[src/rtl/prefetch_queue_if.sv]
// Signal bundle between the prefetch queue, byte-wide memory and the execution unit.
// The master modport is the prefetch queue itself; the slave modport is its environment.
interface prefetch_queue_if #(
  parameter int ADDR_W = 16,
  parameter int DEPTH  = 6
);
  localparam int CNT_W = $clog2(DEPTH + 1);

  logic              flush;
  logic [ADDR_W-1:0] new_pc;

  // mem_req/mem_addr stay stable until a one-cycle mem_ack returns mem_data; the head byte
  // moves to the EU on any clock edge where q_valid & q_ready, and flush overrides both.
  logic              mem_req;
  logic [ADDR_W-1:0] mem_addr;
  logic              mem_ack;
  logic [7:0]        mem_data;

  logic              q_valid;
  logic [7:0]        q_data;
  logic [ADDR_W-1:0] q_pc;
  logic              q_ready;
  logic [CNT_W-1:0]  q_count;
  logic [ADDR_W-1:0] fetch_pc;
  logic [1:0]        dbg_state;

  modport master (
    input  flush, new_pc, mem_ack, mem_data, q_ready,
    output mem_req, mem_addr, q_valid, q_data, q_pc, q_count, fetch_pc, dbg_state
  );

  modport slave (
    output flush, new_pc, mem_ack, mem_data, q_ready,
    input  mem_req, mem_addr, q_valid, q_data, q_pc, q_count, fetch_pc, dbg_state
  );
endinterface

[src/rtl/prefetch_queue.sv]
// Instruction prefetch byte queue: fetches opcode bytes one at a time over req/ack and
// presents the head byte with its address to the execution unit; flush redirects fetch.
module prefetch_queue #(
  parameter int                 ADDR_W   = 16,
  parameter int                 DEPTH    = 6,
  parameter logic [ADDR_W-1:0]  RESET_PC = '0
) (
  input  logic             clk,
  input  logic             rst,
  prefetch_queue_if.master bus
);
  localparam int CNT_W = $clog2(DEPTH + 1);
  localparam int PTR_W = (DEPTH > 1) ? $clog2(DEPTH) : 1;

  typedef enum logic [1:0] {IDLE = 2'd0, FETCH = 2'd1, DRAIN = 2'd2} state_t;

  state_t            state_q, state_d;
  logic              mem_req_q, mem_req_d;
  logic [ADDR_W-1:0] mem_addr_q, mem_addr_d;
  logic [ADDR_W-1:0] fetch_pc_q, fetch_pc_d;
  logic [PTR_W-1:0]  head_q, head_d;
  logic [PTR_W-1:0]  tail_q, tail_d;
  logic [CNT_W-1:0]  count_q, count_d;
  logic [7:0]        data_q [DEPTH];
  logic [7:0]        data_d [DEPTH];
  logic [ADDR_W-1:0] pc_q   [DEPTH];
  logic [ADDR_W-1:0] pc_d   [DEPTH];
  logic              push;
  logic              pop;

  function automatic logic [PTR_W-1:0] next_ptr(input logic [PTR_W-1:0] p);
    return (p == PTR_W'(DEPTH - 1)) ? '0 : p + 1'b1;
  endfunction

  always_comb begin
    push       = (state_q == FETCH) && bus.mem_ack && !bus.flush;
    pop        = (count_q != '0) && bus.q_ready && !bus.flush;
    state_d    = state_q;
    mem_req_d  = mem_req_q;
    mem_addr_d = mem_addr_q;
    fetch_pc_d = fetch_pc_q;
    head_d     = head_q;
    tail_d     = tail_q;
    data_d     = data_q;
    pc_d       = pc_q;

    // Each byte keeps the address it was fetched from, so q_pc survives flushes and wrap.
    if (push) begin
      data_d[tail_q] = bus.mem_data;
      pc_d[tail_q]   = mem_addr_q;
      tail_d         = next_ptr(tail_q);
      fetch_pc_d     = mem_addr_q + 1'b1;
    end
    if (pop) begin
      head_d = next_ptr(head_q);
    end
    count_d = count_q + CNT_W'(push) - CNT_W'(pop);

    if (bus.flush) begin
      head_d     = '0;
      tail_d     = '0;
      count_d    = '0;
      fetch_pc_d = bus.new_pc;
    end

    // A request only leaves IDLE with a free slot, so the returning byte always fits.
    case (state_q)
      IDLE: begin
        if (!bus.flush && (count_q < CNT_W'(DEPTH))) begin
          mem_req_d  = 1'b1;
          mem_addr_d = fetch_pc_q;
          state_d    = FETCH;
        end
      end
      FETCH: begin
        if (bus.mem_ack) begin
          mem_req_d = 1'b0;
          state_d   = IDLE;
        end else if (bus.flush) begin
          state_d = DRAIN;
        end
      end
      DRAIN: begin
        if (bus.mem_ack) begin
          mem_req_d = 1'b0;
          state_d   = IDLE;
        end
      end
      default: begin
        mem_req_d = 1'b0;
        state_d   = IDLE;
      end
    endcase
  end

  always_ff @(posedge clk or negedge rst) begin
    if (!rst) begin
      state_q    <= IDLE;
      mem_req_q  <= 1'b0;
      mem_addr_q <= '0;
      fetch_pc_q <= RESET_PC;
      head_q     <= '0;
      tail_q     <= '0;
      count_q    <= '0;
      for (int i = 0; i < DEPTH; i++) begin
        data_q[i] <= '0;
        pc_q[i]   <= RESET_PC;
      end
    end else begin
      state_q    <= state_d;
      mem_req_q  <= mem_req_d;
      mem_addr_q <= mem_addr_d;
      fetch_pc_q <= fetch_pc_d;
      head_q     <= head_d;
      tail_q     <= tail_d;
      count_q    <= count_d;
      data_q     <= data_d;
      pc_q       <= pc_d;
    end
  end

  assign bus.mem_req   = mem_req_q;
  assign bus.mem_addr  = mem_addr_q;
  assign bus.fetch_pc  = fetch_pc_q;
  assign bus.q_count   = count_q;
  assign bus.q_valid   = (count_q != '0);
  assign bus.q_data    = data_q[head_q];
  assign bus.q_pc      = pc_q[head_q];
  assign bus.dbg_state = state_q;
endmodule

[src/flat_wrapper.sv]
// flat-port wrapper written by rule: the top's interface ports become plain ports
module prefetch_queue_flat 
#(
  parameter int                 ADDR_W   = 16,
  parameter int                 DEPTH    = 6,
  parameter logic [ADDR_W-1:0]  RESET_PC = '0
)
  (clk, rst, bus_flush, bus_new_pc, bus_mem_ack, bus_mem_data, bus_q_ready, bus_mem_req, bus_mem_addr, bus_q_valid, bus_q_data, bus_q_pc, bus_q_count, bus_fetch_pc, bus_dbg_state);
  prefetch_queue_if #(.ADDR_W(ADDR_W), .DEPTH(DEPTH)) bus_i ();
  input  logic clk;
  input  logic rst;
  input wire logic [$bits(bus_i.flush)-1:0] bus_flush;
  input wire logic [$bits(bus_i.new_pc)-1:0] bus_new_pc;
  input wire logic [$bits(bus_i.mem_ack)-1:0] bus_mem_ack;
  input wire logic [$bits(bus_i.mem_data)-1:0] bus_mem_data;
  input wire logic [$bits(bus_i.q_ready)-1:0] bus_q_ready;
  output wire logic [$bits(bus_i.mem_req)-1:0] bus_mem_req;
  output wire logic [$bits(bus_i.mem_addr)-1:0] bus_mem_addr;
  output wire logic [$bits(bus_i.q_valid)-1:0] bus_q_valid;
  output wire logic [$bits(bus_i.q_data)-1:0] bus_q_data;
  output wire logic [$bits(bus_i.q_pc)-1:0] bus_q_pc;
  output wire logic [$bits(bus_i.q_count)-1:0] bus_q_count;
  output wire logic [$bits(bus_i.fetch_pc)-1:0] bus_fetch_pc;
  output wire logic [$bits(bus_i.dbg_state)-1:0] bus_dbg_state;
  assign bus_i.flush = bus_flush;
  assign bus_i.new_pc = bus_new_pc;
  assign bus_i.mem_ack = bus_mem_ack;
  assign bus_i.mem_data = bus_mem_data;
  assign bus_i.q_ready = bus_q_ready;
  assign bus_mem_req = bus_i.mem_req;
  assign bus_mem_addr = bus_i.mem_addr;
  assign bus_q_valid = bus_i.q_valid;
  assign bus_q_data = bus_i.q_data;
  assign bus_q_pc = bus_i.q_pc;
  assign bus_q_count = bus_i.q_count;
  assign bus_fetch_pc = bus_i.fetch_pc;
  assign bus_dbg_state = bus_i.dbg_state;
  prefetch_queue #(.ADDR_W(ADDR_W), .DEPTH(DEPTH), .RESET_PC(RESET_PC)) u_core (.clk(clk), .rst(rst), .bus(bus_i));
endmodule
[config.mk]
export PLATFORM = sky130hd
export DESIGN_NAME = prefetch_queue_flat
export DESIGN_NICKNAME = d
export VERILOG_FILES = /design/src/rtl/prefetch_queue_if.sv /design/src/rtl/prefetch_queue.sv /design/src/flat_wrapper.sv
export SDC_FILE = /design/constraint.sdc
export NUM_CORES = 1
export LEC_CHECK = 0
export BUFFER_PORTS_ARGS = -buffer_cell sky130_fd_sc_hd__buf_2
export CORE_MARGIN = 2
export CORE_UTILIZATION = 40
export DETAILED_ROUTE_END_ITERATION = 8
export SLEW_MARGIN = 10
export SYNTH_ARGS = -nofsm -noshare
export SYNTH_HDL_FRONTEND = slang
export SYNTH_SLANG_ARGS = --single-unit
export TNS_END_PERCENT = 5
[constraint.sdc]
create_clock -name clk -period 4.4 [get_ports clk]
set_input_delay 0.66 -clock clk [delete_from_list [all_inputs] [get_ports clk]]
set_output_delay 0.66 -clock clk [all_outputs]
set_load 0.01 [all_outputs]
==> results of run 1 <==
[layout make-up]
type                    count  area share, %
flip-flops and latches    188           46.5
well taps                 280           3.46
multi-input cells         384           37.6
clock inverters            14           1.66
inverters                  33           1.22
clock buffers              18           4.34
repair buffers             97           5.25
[worst max-delay path, delay by kind of cell (launching register included)]
| family | cells | cell delay, ps |
|---|---|---|
| AO/OA/AOI/OAI | 1 | 280 |
| AND/OR/NAND/NOR | 1 | 100 |
| buffers and inverters | 2 | 500 |
| flip-flops | 1 | 1200 |
[final timing paths]
kind,from,to
min in group clk,bus_new_pc[1],u_core.bus.fetch_pc[1]
worst max-delay path,u_core.head_q[2],bus_q_pc[0]
worst max register to register,u_core.bus.dbg_state[1],u_core.data_q[7]
max in group asynchronous,rst,u_core.pc_q[92]
worst min register to register,u_core.data_q[25],u_core.data_q[25]
worst min-delay path,rst,u_core.data_q[44]
[where the power goes]
group / switching [mW] / total [mW] / internal, mW
Combinational: 0.865 / 1.84 / 0.972
Sequential: 0.494 / 2.62 / 2.13
Clock: 0.685 / 1.60 / 0.911
Total: 2.04 / 6.05 / 4.01
[through the flow]
stage          hold slack, ps  power (mW)  utilization [%]
2_1_floorplan             364        3.82                -
3_3_place_gp              464        4.43             43.6
3_5_place_dp              479        4.52             43.6
4_1_cts                   422        6.12             46.4
5_1_grt                   442        6.42             46.4
6_report                  384        6.05             46.4
[metal layers]
metal | track usage, % | wire length [um]
met1 | 25.2 | 9690
met3 | 4.03 | 778
met2 | 30.6 | 10400
met4 | 4.41 | 213
met5 | 0 | 0
[cell families after synthesis]
family,count (synthesis),share of synthesized area [%]
flops,188,52.8
xor+xnor,16,1.57
simple gates,92,6.17
mux,207,29.7
buf+inv,87,4.45
fa+ha+maj,8,1.21
compound gates,61,4.07
[cells in the mapped netlist (6+ instances only)]
cell	instances	share of area, %
mux4_2	24	6.1
a21oi_1	11	0.62
inv_1	32	1.3
mux2_4	20	3.4
buf_2	26	1.5
nor2_1	15	0.63
mux2_1	66	8.3
nand3_1	7	0.39
dfrtp_1	188	53
mux2_2	71	9.0
xnor2_1	14	1.4
nand2_1	33	1.4
ha_1	7	0.98
mux2i_1	26	2.9
o221ai_1	6	0.59
and3_1	6	0.42
o22ai_1	24	1.7
clkbuf_1	22	0.93
o21ai_0	18	1.0
[state kept, by name (all words and copies together) (netlist names)]
signal	count
u_core.bus.fetch_pc	16
u_core.head_q	3
u_core.bus.q_count	3
u_core.tail_q	3
u_core.bus.mem_req	1
u_core.bus.mem_addr	16
u_core.pc_q	96
u_core.data_q	48
u_core.bus.dbg_state	2
==> impl_metrics.env, run 1 <==
export IMPL_grt_pass1_wl_um=33800
export IMPL_core_area_um2=21800
export IMPL_p_leak_nw=4.86
export IMPL_nets=758
export IMPL_stdcell_count=1014
export IMPL_post_route_drc_count=0
export IMPL_start_util_pct=40.8
export IMPL_drt_total_wl_um=21100
export IMPL_period_share_pct=72.5
export IMPL_startpoint_type="flop"
export IMPL_cp_slowest_cell="dfrtp_1"
export IMPL_pwr_density_cell_nw_per_um2=598
export IMPL_place_congestion=0.761
export IMPL_diodes=0
export IMPL_grt_setup_unrepaired="no"
export IMPL_port_buffers=91
export IMPL_crit_path_end_kind="output port"
export IMPL_cts_htree_levels=4
export IMPL_hold_buffers=0
export IMPL_detail_route_wl_per_cell_um=20.8
export IMPL_drt_pass1_iterations=5
export IMPL_synthCells=659
export IMPL_drv_cap=0
export IMPL_min_period_ps=3190
export IMPL_die_w_um=153
export IMPL_rows=54
export IMPL_syn_num_nets=696
export IMPL_multi_input_area_um2=3810
export IMPL_track_usage_pct=18.6
export IMPL_slew_viol_final=0
export IMPL_min_path_type="in -> async"
export IMPL_cts_tree="yes"
export IMPL_io_pins=92
export IMPL_maxSlewHeadroom_pct=14.5
export IMPL_synth_top_flop_cell="dfrtp_1"
export IMPL_synth_edff_count=0
export IMPL_fin_skew_ps=14.3
export IMPL_syn2layout_area_growth_pct=13.7
export IMPL_pre_cts_ws_ps=1680
export IMPL_drtIter0Drc=330
export IMPL_setup_viol=0
export IMPL_cts_buffers=17
export IMPL_first_global_vias=5864
export IMPL_worstPathCellList="nand2b_1 -> buf_4 -> o22ai_1 -> buf_2"
export IMPL_crit_type="reg -> out"
export IMPL_clock_latency_ps=440
export IMPL_max_slew_worst_pin_slew_ps=1280
export IMPL_fin_tns_setup_ps=0
export IMPL_worst_path_largest_cell_delay_ps=1200
export IMPL_dpl_cell_area_um2=9520
export IMPL_root_buffer="clkbuf_16"
export IMPL_ys_ff_latch=188
export IMPL_ys_seq_area_share_pct=52.8
export IMPL_hpwlAfterDp_um=13000
export IMPL_postRouteAntennaNets=0
export IMPL_cts_setup_buffers=0
export IMPL_vias_per_cell=5.41
export IMPL_status="finished, final reports clean"
export IMPL_rr_worst_depth=6
export IMPL_async_flop_share_pct=100
export IMPL_grt_max_degree=118
export IMPL_cp_max_fo=28
export IMPL_final_common_cell="dfrtp_1"
export IMPL_cts_buffer_depth=2
export IMPL_fin_ws_ps=1210
export IMPL_hold_violations=0
export IMPL_fmax_ghz=0.313
export IMPL_grt_ovfl_total=0
export IMPL_synth_cell_types=45
export IMPL_seq_area_um2=4710
export IMPL_synth_warning_count=0
export IMPL_vdd_drop_max_mv=0.307
export IMPL_final_cell_mix="dfrtp_1, buf_2, mux2_2"
export IMPL_path_clk_slew_ps=70
export IMPL_syn_area_per_cell_um2=13.5
export IMPL_clock_sinks=188
export IMPL_arrival_ps=2530
export IMPL_fillers=1959
export IMPL_place_inst=982
export IMPL_syn_area_um2=8900
export IMPL_dieArea_um2=23500
export IMPL_route_vias_total=5489
export IMPL_rrSetupSlack_ps=1740
export IMPL_die_h_um=153
export IMPL_layout_drive_gt1_share_pct=35.3
export IMPL_antenna_found_initial=0
export IMPL_crit_required_ps=3740
export IMPL_cts_repair_resized=0
export IMPL_fin_area_um2=10100
Power figures use the tool's default switching activity.
==> run 2, diff against run 1 <==
--- a/config.mk
+++ b/config.mk
@@ -5,6 +5,7 @@
 export SDC_FILE = /design/constraint.sdc
 export NUM_CORES = 1
 export LEC_CHECK = 0
+export ABC_AREA = 1
 export BUFFER_PORTS_ARGS = -buffer_cell sky130_fd_sc_hd__buf_2
 export CORE_MARGIN = 2
 export CORE_UTILIZATION = 40
==> constraint.sdc (replaced) <==
create_clock -name clk -period 3.25 [get_ports clk]
set_input_delay 0.4875 -clock clk [delete_from_list [all_inputs] [get_ports clk]]
set_output_delay 0.4875 -clock clk [all_outputs]
set_load 0.01 [all_outputs]
==> run 2 against run 1 <==
Net effect: wire length grew 7.1%; synthesized area fell by 3.4%; clock skew decreased by 5.5 ps; register-to-register slack worse by 670 ps; cell count up 35%; non-clock buffer count grew 15; sequential share of layout area rose by 1.3 points; setup slack lost 640 ps; final area is 2.7% lower.
==> impl_metrics.env, run 2 <==
export IMPL_status="finished, final reports clean"
export IMPL_syn_area_um2=8600
export IMPL_start_util_pct=40.8
export IMPL_fin_tns_setup_ps=0
export IMPL_grt_met2_usage_pct=33.0
export IMPL_arrival_ps=2190
export IMPL_io_pins=92
export IMPL_regMostFlops="u_core.pc_q"
export IMPL_synth_top_cells_by_area="dfrtp_1, nand2_1, o21ai_0, o21ai_1, nor2_1"
export IMPL_nets=1117
export IMPL_detail_route_wl_per_cell_um=16.5
export IMPL_drv_cap=0
export IMPL_yosysTopAreaCell="dfrtp_1"
export IMPL_grt_ovfl_total=0
export IMPL_track_usage_pct=21.2
export IMPL_drt_total_wl_um=22600
export IMPL_largest_reg_flops=96
export IMPL_hold_violations=0
export IMPL_synth_edff_count=0
export IMPL_crit_path_end_kind="output port"
export IMPL_pwr_density_cell_nw_per_um2=842
export IMPL_first_global_vias=6945
export IMPL_max_slew_worst_pin_slew_ps=998
export IMPL_die_w_um=151
export IMPL_dieArea_um2=22700
export IMPL_dpl_cell_area_um2=9270
export IMPL_rr_worst_depth=11
export IMPL_grt_max_degree=88
export IMPL_port_buffers=91
export IMPL_synth_top_area_share_pct=54.7
export IMPL_crit_type="reg -> out"
export IMPL_vdd_drop_max_mv=0.487
export IMPL_cts_setup_buffers=0
export IMPL_async_flop_share_pct=100
export IMPL_synth_most_common_cell="nand2_1"
export IMPL_top_regs="u_core.pc_q (96), u_core.data_q (48)"
export IMPL_root_buffer="clkbuf_16"
export IMPL_cp_max_fo=16
export IMPL_reg2reg_from="u_core.bus.dbg_state[1]"
export IMPL_yosys_top_cells_count="nand2_1, dfrtp_1, o21ai_0"
export IMPL_drtIter0Drc=496
export IMPL_fin_area_um2=9850
export IMPL_fmax_ghz=0.373
export IMPL_synth_cell_types=32
export IMPL_cts_buffers=17
export IMPL_crit_required_ps=2760
export IMPL_ys_seq_area_share_pct=54.7
export IMPL_slew_viol_final=0
export IMPL_pre_cts_ws_ps=744
export IMPL_syn_area_per_cell_um2=8.51
export IMPL_p_leak_nw=4.68
export IMPL_layout_drive_gt1_share_pct=14.8
export IMPL_period_share_pct=82.5
export IMPL_final_cell_mix="nand2_1, dfrtp_1, o21ai_0"
export IMPL_cts_repair_resized=0
export IMPL_min_path_type="in -> async"
export IMPL_core_area_um2=21100
export IMPL_syn2layout_area_growth_pct=14.5
export IMPL_place_congestion=0.860
export IMPL_hpwlAfterDp_um=14000
export IMPL_drt_pass1_iterations=7
export IMPL_route_vias_total=7165
export IMPL_cts_buffer_depth=2
export IMPL_grt_use_met1_pct=30.9
export IMPL_synth_warning_count=0
export IMPL_setup_viol=0
export IMPL_r2r_end="u_core.data_q[10]"
export IMPL_fin_ws_ps=568
export IMPL_cts_htree_levels=4
export IMPL_final_common_cell="nand2_1"
export IMPL_syn_num_nets=1048
export IMPL_finish_utilization_pct=46.7
export IMPL_rrSetupSlack_ps=1070
export IMPL_fin_skew_ps=8.85
export IMPL_grt_pass1_wl_um=37400
export IMPL_cts_tree="yes"
export IMPL_startpoint_type="flop"
export IMPL_antenna_found_initial=0
export IMPL_fillers=2134
export IMPL_grt_setup_unrepaired="no"
export IMPL_path_clk_slew_ps=70
export IMPL_die_h_um=151
export IMPL_ys_ff_latch=188
export IMPL_postRouteAntennaNets=0
export IMPL_hold_buffers=0
export IMPL_place_inst=1336
export IMPL_rows=53
export IMPL_clock_latency_ps=430
export IMPL_min_period_ps=2680
export IMPL_clock_sinks=188
export IMPL_grt_use_met3_pct=3.79
export IMPL_vias_per_cell=5.24
export IMPL_maxSlewHeadroom_pct=33.3
export IMPL_stdcell_count=1367
export IMPL_synthCells=1011
export IMPL_post_route_drc_count=0
export IMPL_synth_top_flop_cell="dfrtp_1"
export IMPL_grt_busiest_layer="met2"
export IMPL_diodes=0
-- run 2: changes by cell type in the layout (fill, tap and decap cells not counted), sizes merged, moves of 6 or more --
cell,before,now
inv,36,50
xnor2,14,1
and3,6,0
o21ai,18,242
nand2,34,266
clkbuf,18,24
mux2,157,0
mux4,24,0
buf,97,111
nor2,16,82
o211ai,0,28
mux2i,26,0
nand3,9,51
o22ai,24,2
-- run 2: routing by layer --
metal  up-vias  part of all wire, %
li1       3501                    -
met1      3480                   49
met2       169                   46
met3        15                  4.2
met4         0                  1.0
met5         -                    0
-- run 2: power by group --
part	switching (mW)	internal (mW)
Combinational	1.86	1.05
Sequential	0.442	2.87
Clock	0.869	1.20
-- run 2: layout make-up --
| type | instances | area [um2] | share of cell area, % |
|---|---|---|---|
| multi-input cells | 709 | 3370 | 34.2 |
| inverters | 52 | 195 | 1.98 |
| repair buffers | 112 | 659 | 6.69 |
| clock buffers | 23 | 488 | 4.95 |
| clock inverters | 8 | 90.1 | 0.915 |
| flip-flops and latches | 188 | 4710 | 47.8 |
| well taps | 275 | 344 | 3.49 |
-- run 2: through the flow --
stage | power (mW) | hold WS [ps]
2_1_floorplan | 5.12 | 192
3_3_place_gp | 6.26 | 460
3_5_place_dp | 6.28 | 464
4_1_cts | 8.37 | 145
5_1_grt | 8.92 | 176
6_report | 8.29 | 114
-- run 2: worst max-delay path by stage --
| stage | startpoint | cells past startpoint | endpoint |
|---|---|---|---|
| 2_1_floorplan | u_core.bus.dbg_state[1] | 10 | u_core.bus.q_count[2] |
| 3_3_place_gp | bus_flush | 11 | u_core.bus.q_count[2] |
| 3_5_place_dp | bus_flush | 11 | u_core.bus.q_count[2] |
| 4_1_cts | u_core.head_q[0] | 6 | bus_q_pc[1] |
| 5_1_grt | u_core.head_q[0] | 6 | bus_q_pc[12] |
| 6_report | u_core.head_q[1] | 7 | bus_q_pc[1] |
-- run 2: cell families (layout without fill, tap and decap cells) --
group / after synthesis / after routing / share of synthesized area (%)
AO/OA/AOI/OAI: 291 / 291 / 18.4
XOR/XNOR: 2 / 2 / 0.204
flip-flops: 188 / 188 / 54.7
AND/OR/NAND/NOR: 408 / 408 / 19.3
buffers and inverters: 114 / 195 / 6.15
adder cells (fa/ha/maj): 8 / 8 / 1.25
-- run 2: critical path, stage by stage (launching register included) --
cell and delay [ps]:
dfrtp_1 370, inv_1 330, buf_4 330, o21ai_0 120
o211ai_1 190, nand2_1 70, o21ai_1 160, buf_2 180
